## src/rtl/decoder3x8_stream.sv

```systemverilog
// Registered streaming 3-to-8 one-hot (or one-cold) decoder.
// A 2-entry code FIFO absorbs back-pressure and a wrapping counter tallies output transfers.
module decoder3x8_stream #(
  parameter int unsigned CNT_W      = 16,
  parameter bit          ACTIVE_LOW = 1'b0
) (
  input  logic             clk,
  input  logic             rst_n,
  input  logic             en,
  input  logic [2:0]       in_code,
  input  logic             in_valid,
  output logic             in_ready,
  output logic [7:0]       out,
  output logic             out_valid,
  input  logic             out_ready,
  output logic             busy,
  output logic [CNT_W-1:0] dec_count
);

  localparam int unsigned CODE_W = 3;
  localparam int unsigned OUT_W  = 8;
  localparam int unsigned DEPTH  = 2;
  localparam int unsigned OCC_W  = 2;
  localparam logic [OUT_W-1:0] IDLE_WORD = ACTIVE_LOW ? 8'hFF : 8'h00;

  logic [CODE_W-1:0] mem_q [DEPTH];
  logic [CODE_W-1:0] mem_d [DEPTH];
  logic              head_q, head_d;
  logic              tail_q, tail_d;
  logic [OCC_W-1:0]  occ_q, occ_d;
  logic [CNT_W-1:0]  cnt_d;
  logic [OUT_W-1:0]  out_d;
  logic [CODE_W-1:0] head_code;
  logic [OUT_W-1:0]  onehot;
  logic              push, pop;

  // Acceptance never looks at out_ready, so a full buffer cannot push and pop together.
  assign in_ready = en && (occ_q < OCC_W'(DEPTH));
  assign push     = in_valid && in_ready;
  assign pop      = out_valid && out_ready;
  assign busy     = out_valid;

  // Next-state of the FIFO; out is pre-decoded from the post-update head.
  always_comb begin
    mem_d  = mem_q;
    head_d = head_q;
    tail_d = tail_q;
    occ_d  = occ_q;
    cnt_d  = dec_count;
    if (push) begin
      mem_d[tail_q] = in_code;
      tail_d        = ~tail_q;
    end
    if (pop) begin
      head_d = ~head_q;
      cnt_d  = dec_count + CNT_W'(1);
    end
    case ({push, pop})
      2'b10:   occ_d = occ_q + OCC_W'(1);
      2'b01:   occ_d = occ_q - OCC_W'(1);
      default: occ_d = occ_q;
    endcase
    head_code = mem_d[head_d];
    onehot    = OUT_W'(1) << head_code;
    if (occ_d == '0) begin
      out_d = IDLE_WORD;
    end else begin
      out_d = ACTIVE_LOW ? ~onehot : onehot;
    end
  end

  // State and output registers with synchronous reset.
  always_ff @(posedge clk) begin
    if (!rst_n) begin
      mem_q[0]  <= '0;
      mem_q[1]  <= '0;
      head_q    <= 1'b0;
      tail_q    <= 1'b0;
      occ_q     <= '0;
      dec_count <= '0;
      out       <= IDLE_WORD;
      out_valid <= 1'b0;
    end else begin
      mem_q[0]  <= mem_d[0];
      mem_q[1]  <= mem_d[1];
      head_q    <= head_d;
      tail_q    <= tail_d;
      occ_q     <= occ_d;
      dec_count <= cnt_d;
      out       <= out_d;
      out_valid <= (occ_d != '0);
    end
  end

endmodule

```

## config.mk

```make
export PLATFORM = sky130hd
export DESIGN_NAME = decoder3x8_stream
export DESIGN_NICKNAME = d
export VERILOG_FILES = /design/src/rtl/decoder3x8_stream.sv
export SDC_FILE = /design/constraint.sdc
export NUM_CORES = 1
export LEC_CHECK = 0
export ABC_CLOCK_PERIOD_IN_PS = 1800
export CAP_MARGIN = 20
export CORE_UTILIZATION = 49
export CTS_BUF_LIST = sky130_fd_sc_hd__clkbuf_16
export DETAILED_ROUTE_END_ITERATION = 6
export GPL_TIMING_DRIVEN = 1
export HOLD_SLACK_MARGIN = 0.12
export PLACE_DENSITY = 0.81
export RECOVER_POWER = 50
export SYNTH_ARGS = -nofsm -noshare
export SYNTH_HDL_FRONTEND = slang
export SYNTH_SLANG_ARGS = --single-unit
```

## constraint.sdc

```tcl
create_clock -name clk -period 1.8 [get_ports clk]
set_input_delay 0.18 -clock clk [delete_from_list [all_inputs] [get_ports clk]]
set_output_delay 0.18 -clock clk [all_outputs]
set_load 0.005 [all_outputs]
```

**Word level (Yosys, flattened, before mapping)**

Cells that the tools add are included.
Widths: inputs -> output; s select.

- Flip-flop bits (word level): 35
- Input port bits: 8
- Output and inout bits: 27
- Word-level logic and storage cells: 39

- Add/subtract/negate cells: 3
- Order comparisons: 4
- Eq/ne operators: 2
- Shift-type cells: 1
- Mux-type cells: 9
- Bitwise operators: 5
- Reduce and logical (&&, ||, !) cells: 7

Operators with widths:

| operator | count |
|---|---|
| $add 16x1->16 const B | 1 |
| $mux 3 | 4 |
| $shl 1x3->8 const A | 1 |
| $bwmux 6 | 1 |
| $mux 6 | 1 |
| $ge 2x2->1 const B | 2 |
| $logic_and 1x1->1 | 4 |
| $not 1->2 | 2 |
| $pmux 2 s2 | 1 |
| $demux 3 s1 | 1 |
| $not 1->1 | 3 |
| $add 2x1->2 const B | 1 |
| $eq 2x1->1 const B | 1 |
| $eq 2x2->1 const B | 1 |
| $logic_not 2->1 | 1 |
| $lt 2x1->1 const B | 1 |
| $lt 2x2->1 const B | 1 |
| $reduce_bool 2->1 | 1 |
| $reduce_or 2->1 | 1 |
| $sub 2x1->2 const B | 1 |
| $mux 1 | 1 |

**Depth between registers and ports, before layout**

- Depth in word-level cells: 11
- Mapped depth: 8
- Gate-level depth less buffers: 8

**Worst setup path after synthesis**

Ideal clock, no wire load.

- Kind: register to register
- Start point: register out_valid, in the netlist busy
- End point: register occ_q[1]
- Library setup time: 76 ps
- Arrival time: 1516 ps
- Required time: 1724 ps
- Path slack: 209 ps
- Stages on the path, launching flop included: 6
- Buffers on the path: 0
- Clock period less this slack: 1591 ps
- Cells stage by stage: dfxtp_1 nand2_1 inv_1 ha_1 or3_2 a21boi_0

- Longest elaborated chain between the ends: 3
- Elaborated cells on any way between the ends: 4
- Those cells by class: 2 x eq/ne; 1 x mux; 1 x reduce/logical

Ends and longest elaborated chain:

| item | RTL line | source |
|---|---|---|
| start: declaration | 14 | `output logic out_valid,` |
| start signal: assignment | 91 | `out_valid <= (occ_d != '0);` |
| $logic_and 1x1->1 * | 40 | `assign pop = out_valid && out_ready;` |
| net pop | 35 | `logic push, pop;` |
| $eq 2x1->1 / $eq 2x2->1 (equally long branches) | 58 | `case ({push, pop})` |
| $pmux 2 s2 * | 58 |  |
| end signal: assignment | 79 | `occ_q <= '0;` |
| end signal: assignment | 88 | `occ_q <= occ_d;` |
| end: declaration | 30 | `logic [OCC_W-1:0] occ_q, occ_d;` |

The timed path passes the listed nets; every way through them passes the cells marked *.
A chain may end at the register's enable or synchronous reset.

**Worst setup path in the final report**

- Start point: input port en
- End point: register out[1]

- Longest elaborated chain between the ends: 7
- Elaborated cells on any way between the ends: 12
- Those cells by class: 2 x eq/ne; 1 x shift; 5 x mux; 4 x reduce/logical

Ends and longest elaborated chain:

| item | RTL line | source |
|---|---|---|
| start: declaration | 9 | `input logic en,` |
| $logic_and 1x1->1 * | 38 | `assign in_ready = en && (occ_q < OCC_W'(DEPTH));` |
| $logic_and 1x1->1 * | 39 | `assign push = in_valid && in_ready;` |
| $mux 6 | 50 | `if (push) begin` |
| $mux 3 (implied by the code) (3 in a row) | 63 | `head_code = mem_d[head_d];` |
| $shl 1x3->8 | 64 | `onehot = OUT_W'(1) << head_code;` |
| end signal: assignment | 90 | `out <= out_d;` |
| end: declaration | 13 | `output logic [7:0] out,` |

Mark *: on every way between the ends. The rest lies on a longest branch, timed or not. The select of a mux whose other input is x is not followed.

==> key figures <==
Run status
  – Outcome: finished, final reports clean

Floorplanning
  – Rows: 20
  – Die area: roughly 3400 um^2
  – Initial core utilization: roughly half
  – Total core area: slightly above 3000 um^2
  – Vert. Die Dim: between 50 and 60 um
  – # IOs: 35
  – Die width: just under 60 um

Worst setup path
  – CP Capture Type: flop
  – Worst Path Required: ~2 ns
  – Crit path cell chain: clkdlybuf4s50_1 > clkbuf_1 > and4bb_4 > mux2i_1 > mux2i_1 > nand2b_1 > nor3_1
  – CP Class: in -> reg
  – Slowest CP cell: clkdlybuf4s50_1
  – CP startpoint kind: input pin
  – Worst path most repeated cell: mux2i_1
  – Crit path max fanout: 4
  – WP data arrival: 1.86 ns
  – CP max stage delay: about 0.52 ns

Routing
  – DRT iter0 DRCs: 27
  – Metal2 WL: about 1800 um
  – Max Used Layer: met4
  – WL met1: 1560 um
  – Post-DRT Antenna Nets: 0
  – DR vias: about 1,400
  – DR WL/cell: 13.8 um
  – DRT Wirelength: approximately 3600 um
  – Vias per Instance: 5.25
  – Drt drc: 0
  – Met3 routed WL: around 140 um
  – 1st-pass router iterations: 4

Yosys
  – Xor and xnor area share after synthesis: under 10%
  – Syn Inst Count: between 150 and 200
  – Fraction of the mapped netlist area in adder cells: ~1.6%
  – Synth Warn #: 0
  – Yosys top cell by area: dfxtp_1
  – Main combinational cell family by area after synthesis: simple AND/OR/NAND/NOR gates
  – Most common cell in the synthesized netlist: dfxtp_1
  – Top_reg_cell synth: dfxtp_1
  – Mux share of post-synthesis cell area: about 3.2%
  – Synth Area in Simple Gates: a little over a quarter
  – Synth Register Bits: 35
  – Synth Area in Compound Gates: approximately an eighth
  – Post-synth EDFFs: 0
  – Top post-synthesis cells by count: dfxtp_1, and2_1, nand2_1, xnor2_1, nor3_1
  – Synth Net Count: approximately 170
  – Synthesized area: 1560 um^2
  – Library cells used by synthesis: 35
  – Main area contributors after synthesis: dfxtp_1, xnor2_1, and2_1, mux2i_1, nor3_1
  – Register area share after synthesis: 44.8%
  – Post-synth top area share: 44.8%
  – Asr flop ratio synth: 0%
  – Synth Area per Inst: 9.54 um^2

Finish
  – Layout cells sized above 1: 11.1%
  – Final nets: 225
  – Final core area utilization: between 70 and 80%
  – Layout area overhead: 38.6%
  – Antenna diode count: 0

Power and ir drop
  – PwrDens: between 900 and 1000 nW/um^2
  – Lkg Pwr: 0.910 nW
  – PnR Total Power: roughly 2.0 mW
  – Peak VDD IR: approximately 0.60 mV

GRT
  – Total GRT Usage: between 20% and 30%
  – Remaining Overflow, GRT: 0
  – Antenna violations before repair: 0
  – Number of global-route vias before repair: between 1,000 and 1,500
  – Largest net degree at the start of global routing: 27
  – First-pass GRT wire length: a little over 6000 um

Clock tree
  – Cts hold-fix bufs: 0
  – CTS Buf Count: 5
  – CTS clk-pin slew, worst paths: approximately 0.050 ns
  – Longest Clk Path Bufs: 2
  – Clk Latency, worst-skew pair: 0.27 ns
  – Sink Count: 35
  – TritonCTS clock tree: built
  – H-Tree Depth: 2
  – CTS root buf: clkbuf_16

Timing
  – Final min period: 1.67 ns
  – Fin. Hold Viols: 0
  – Clock skew: about 0.0017 ns
  – Worst slew pin tran: 0.358 ns
  – Max Clk Rate: between 500 and 600 MHz
  – Fin. max-slew vios: 0
  – Slew Limit Headroom: between 70% and 80%
  – Unrepaired setup endpoints after global routing: false
  – Endpoints failing setup: 0
  – Final worst path period share: 93.0%

Job
  – Max cap viols: 0

Placement
  – Global placement routability congestion: 0.789
  – IO buf count: 34
  – DP Wirelength: 2570 um

Worst hold path
  – Worst hold path class: reg -> reg
-- per-stage QoR --
stage               cells  area (um^2)  worst slack [ns]  setup TNS [ns]  hold slack, ns
finish                260         2170             0.126               0           0.508
global route          260         2170            0.0174               0           0.545
CTS                   260         2180             0.111               0           0.497
detailed placement    252         2040            -0.138          -0.846           0.488
global placement      252         2040           -0.0741          -0.381           0.471
floorplan             164         1560             0.209               0           0.325
-- power breakdown --
part	switching [mW]	internal [mW]
Clock	0.293	0.497
Combinational	0.180	0.192
Sequential	0.0409	0.818
-- sequential cells by signal, summed over array words and instances, names as in the netlist --
name	cells
tail_q	1
out	8
busy	1
dec_count	16
mem_q	6
head_q	1
occ_q	2
-- cells in the final DEF (no fill, tap or decap), types with 2 or more instances in the layout --
cell type | Yosys | routed
clkbuf_1 | 2 | 4
nor3_1 | 10 | 10
a21boi_0 | 6 | 6
nand3_1 | 5 | 5
a21oi_1 | 4 | 4
nor2b_1 | 5 | 5
clkinv_1 | 0 | 2
xnor2_1 | 12 | 12
or3_1 | 2 | 2
xor2_1 | 4 | 4
o21ai_0 | 9 | 9
and2b_2 | 2 | 2
mux2i_1 | 5 | 5
ha_1 | 2 | 2
dfxtp_1 | 35 | 35
inv_1 | 2 | 3
dlygate4sd3_1 | 0 | 19
nor2_1 | 6 | 6
nand2_1 | 12 | 12
a211oi_1 | 2 | 2
clkbuf_16 | 0 | 5
buf_4 | 2 | 9
nand4_1 | 5 | 5
o211ai_1 | 2 | 2
and4_1 | 2 | 2
clkdlybuf4s50_1 | 0 | 15
and2_1 | 14 | 13
o211a_1 | 3 | 3
-- what timing repair did --
| item | 4_1_cts | 5_1_grt |
|---|---|---|
| resized for setup | 0 | 1 |
| endpoints found under the setup margin | 0 | 2 |
| setup buffers | 0 | 0 |
-- layout make-up --
type,count,area [um^2]
multi-input cells,123,837
clock buffers,5,125
inverters,2,7.51
repair buffers,48,430
well taps,44,55.1
flip-flops and latches,35,701
fillers,245,861
clock inverters,3,11.3
-- per-layer routing --
| layer | global-route usage, % | up-vias |
|---|---|---|
| li1 | - | 681 |
| met1 | 27.8 | 637 |
| met2 | 41.4 | 35 |
| met3 | 6.37 | 13 |
| met4 | 10.5 | 0 |
| met5 | 0 | - |
-- cell families (layout without fill, tap and decap cells) --
kind of cell / count (synthesis) / after routing
multiplexers: 5 / 5
buffers and inverters: 6 / 58
flip-flops: 35 / 35
XOR/XNOR: 16 / 16
adder cells (fa/ha/maj): 2 / 2
AND/OR/NAND/NOR: 71 / 71
AO/OA/AOI/OAI: 29 / 29
-- worst paths after layout --
kind | cells after the start | to | start | slack [ns]
setup / recovery | 7 | out[1]$_SDFF_PP0_ | en | 0.13
hold / removal | 2 | mem_q[3]$_SDFF_PN0_ | mem_q[3]$_SDFF_PN0_ | 0.51
hold reg to reg | 2 | mem_q[3]$_SDFF_PN0_ | mem_q[3]$_SDFF_PN0_ | 0.51
setup reg to reg | 8 | out[1]$_SDFF_PP0_ | busy$_SDFF_PN0_ | 0.13
-- critical path, delay by kind of cell --
kind	cells	cell delay (ns)
buf+inv	2	0.67
mux	2	0.34
simple gates	3	0.67
Power figures use the tool's default switching activity.
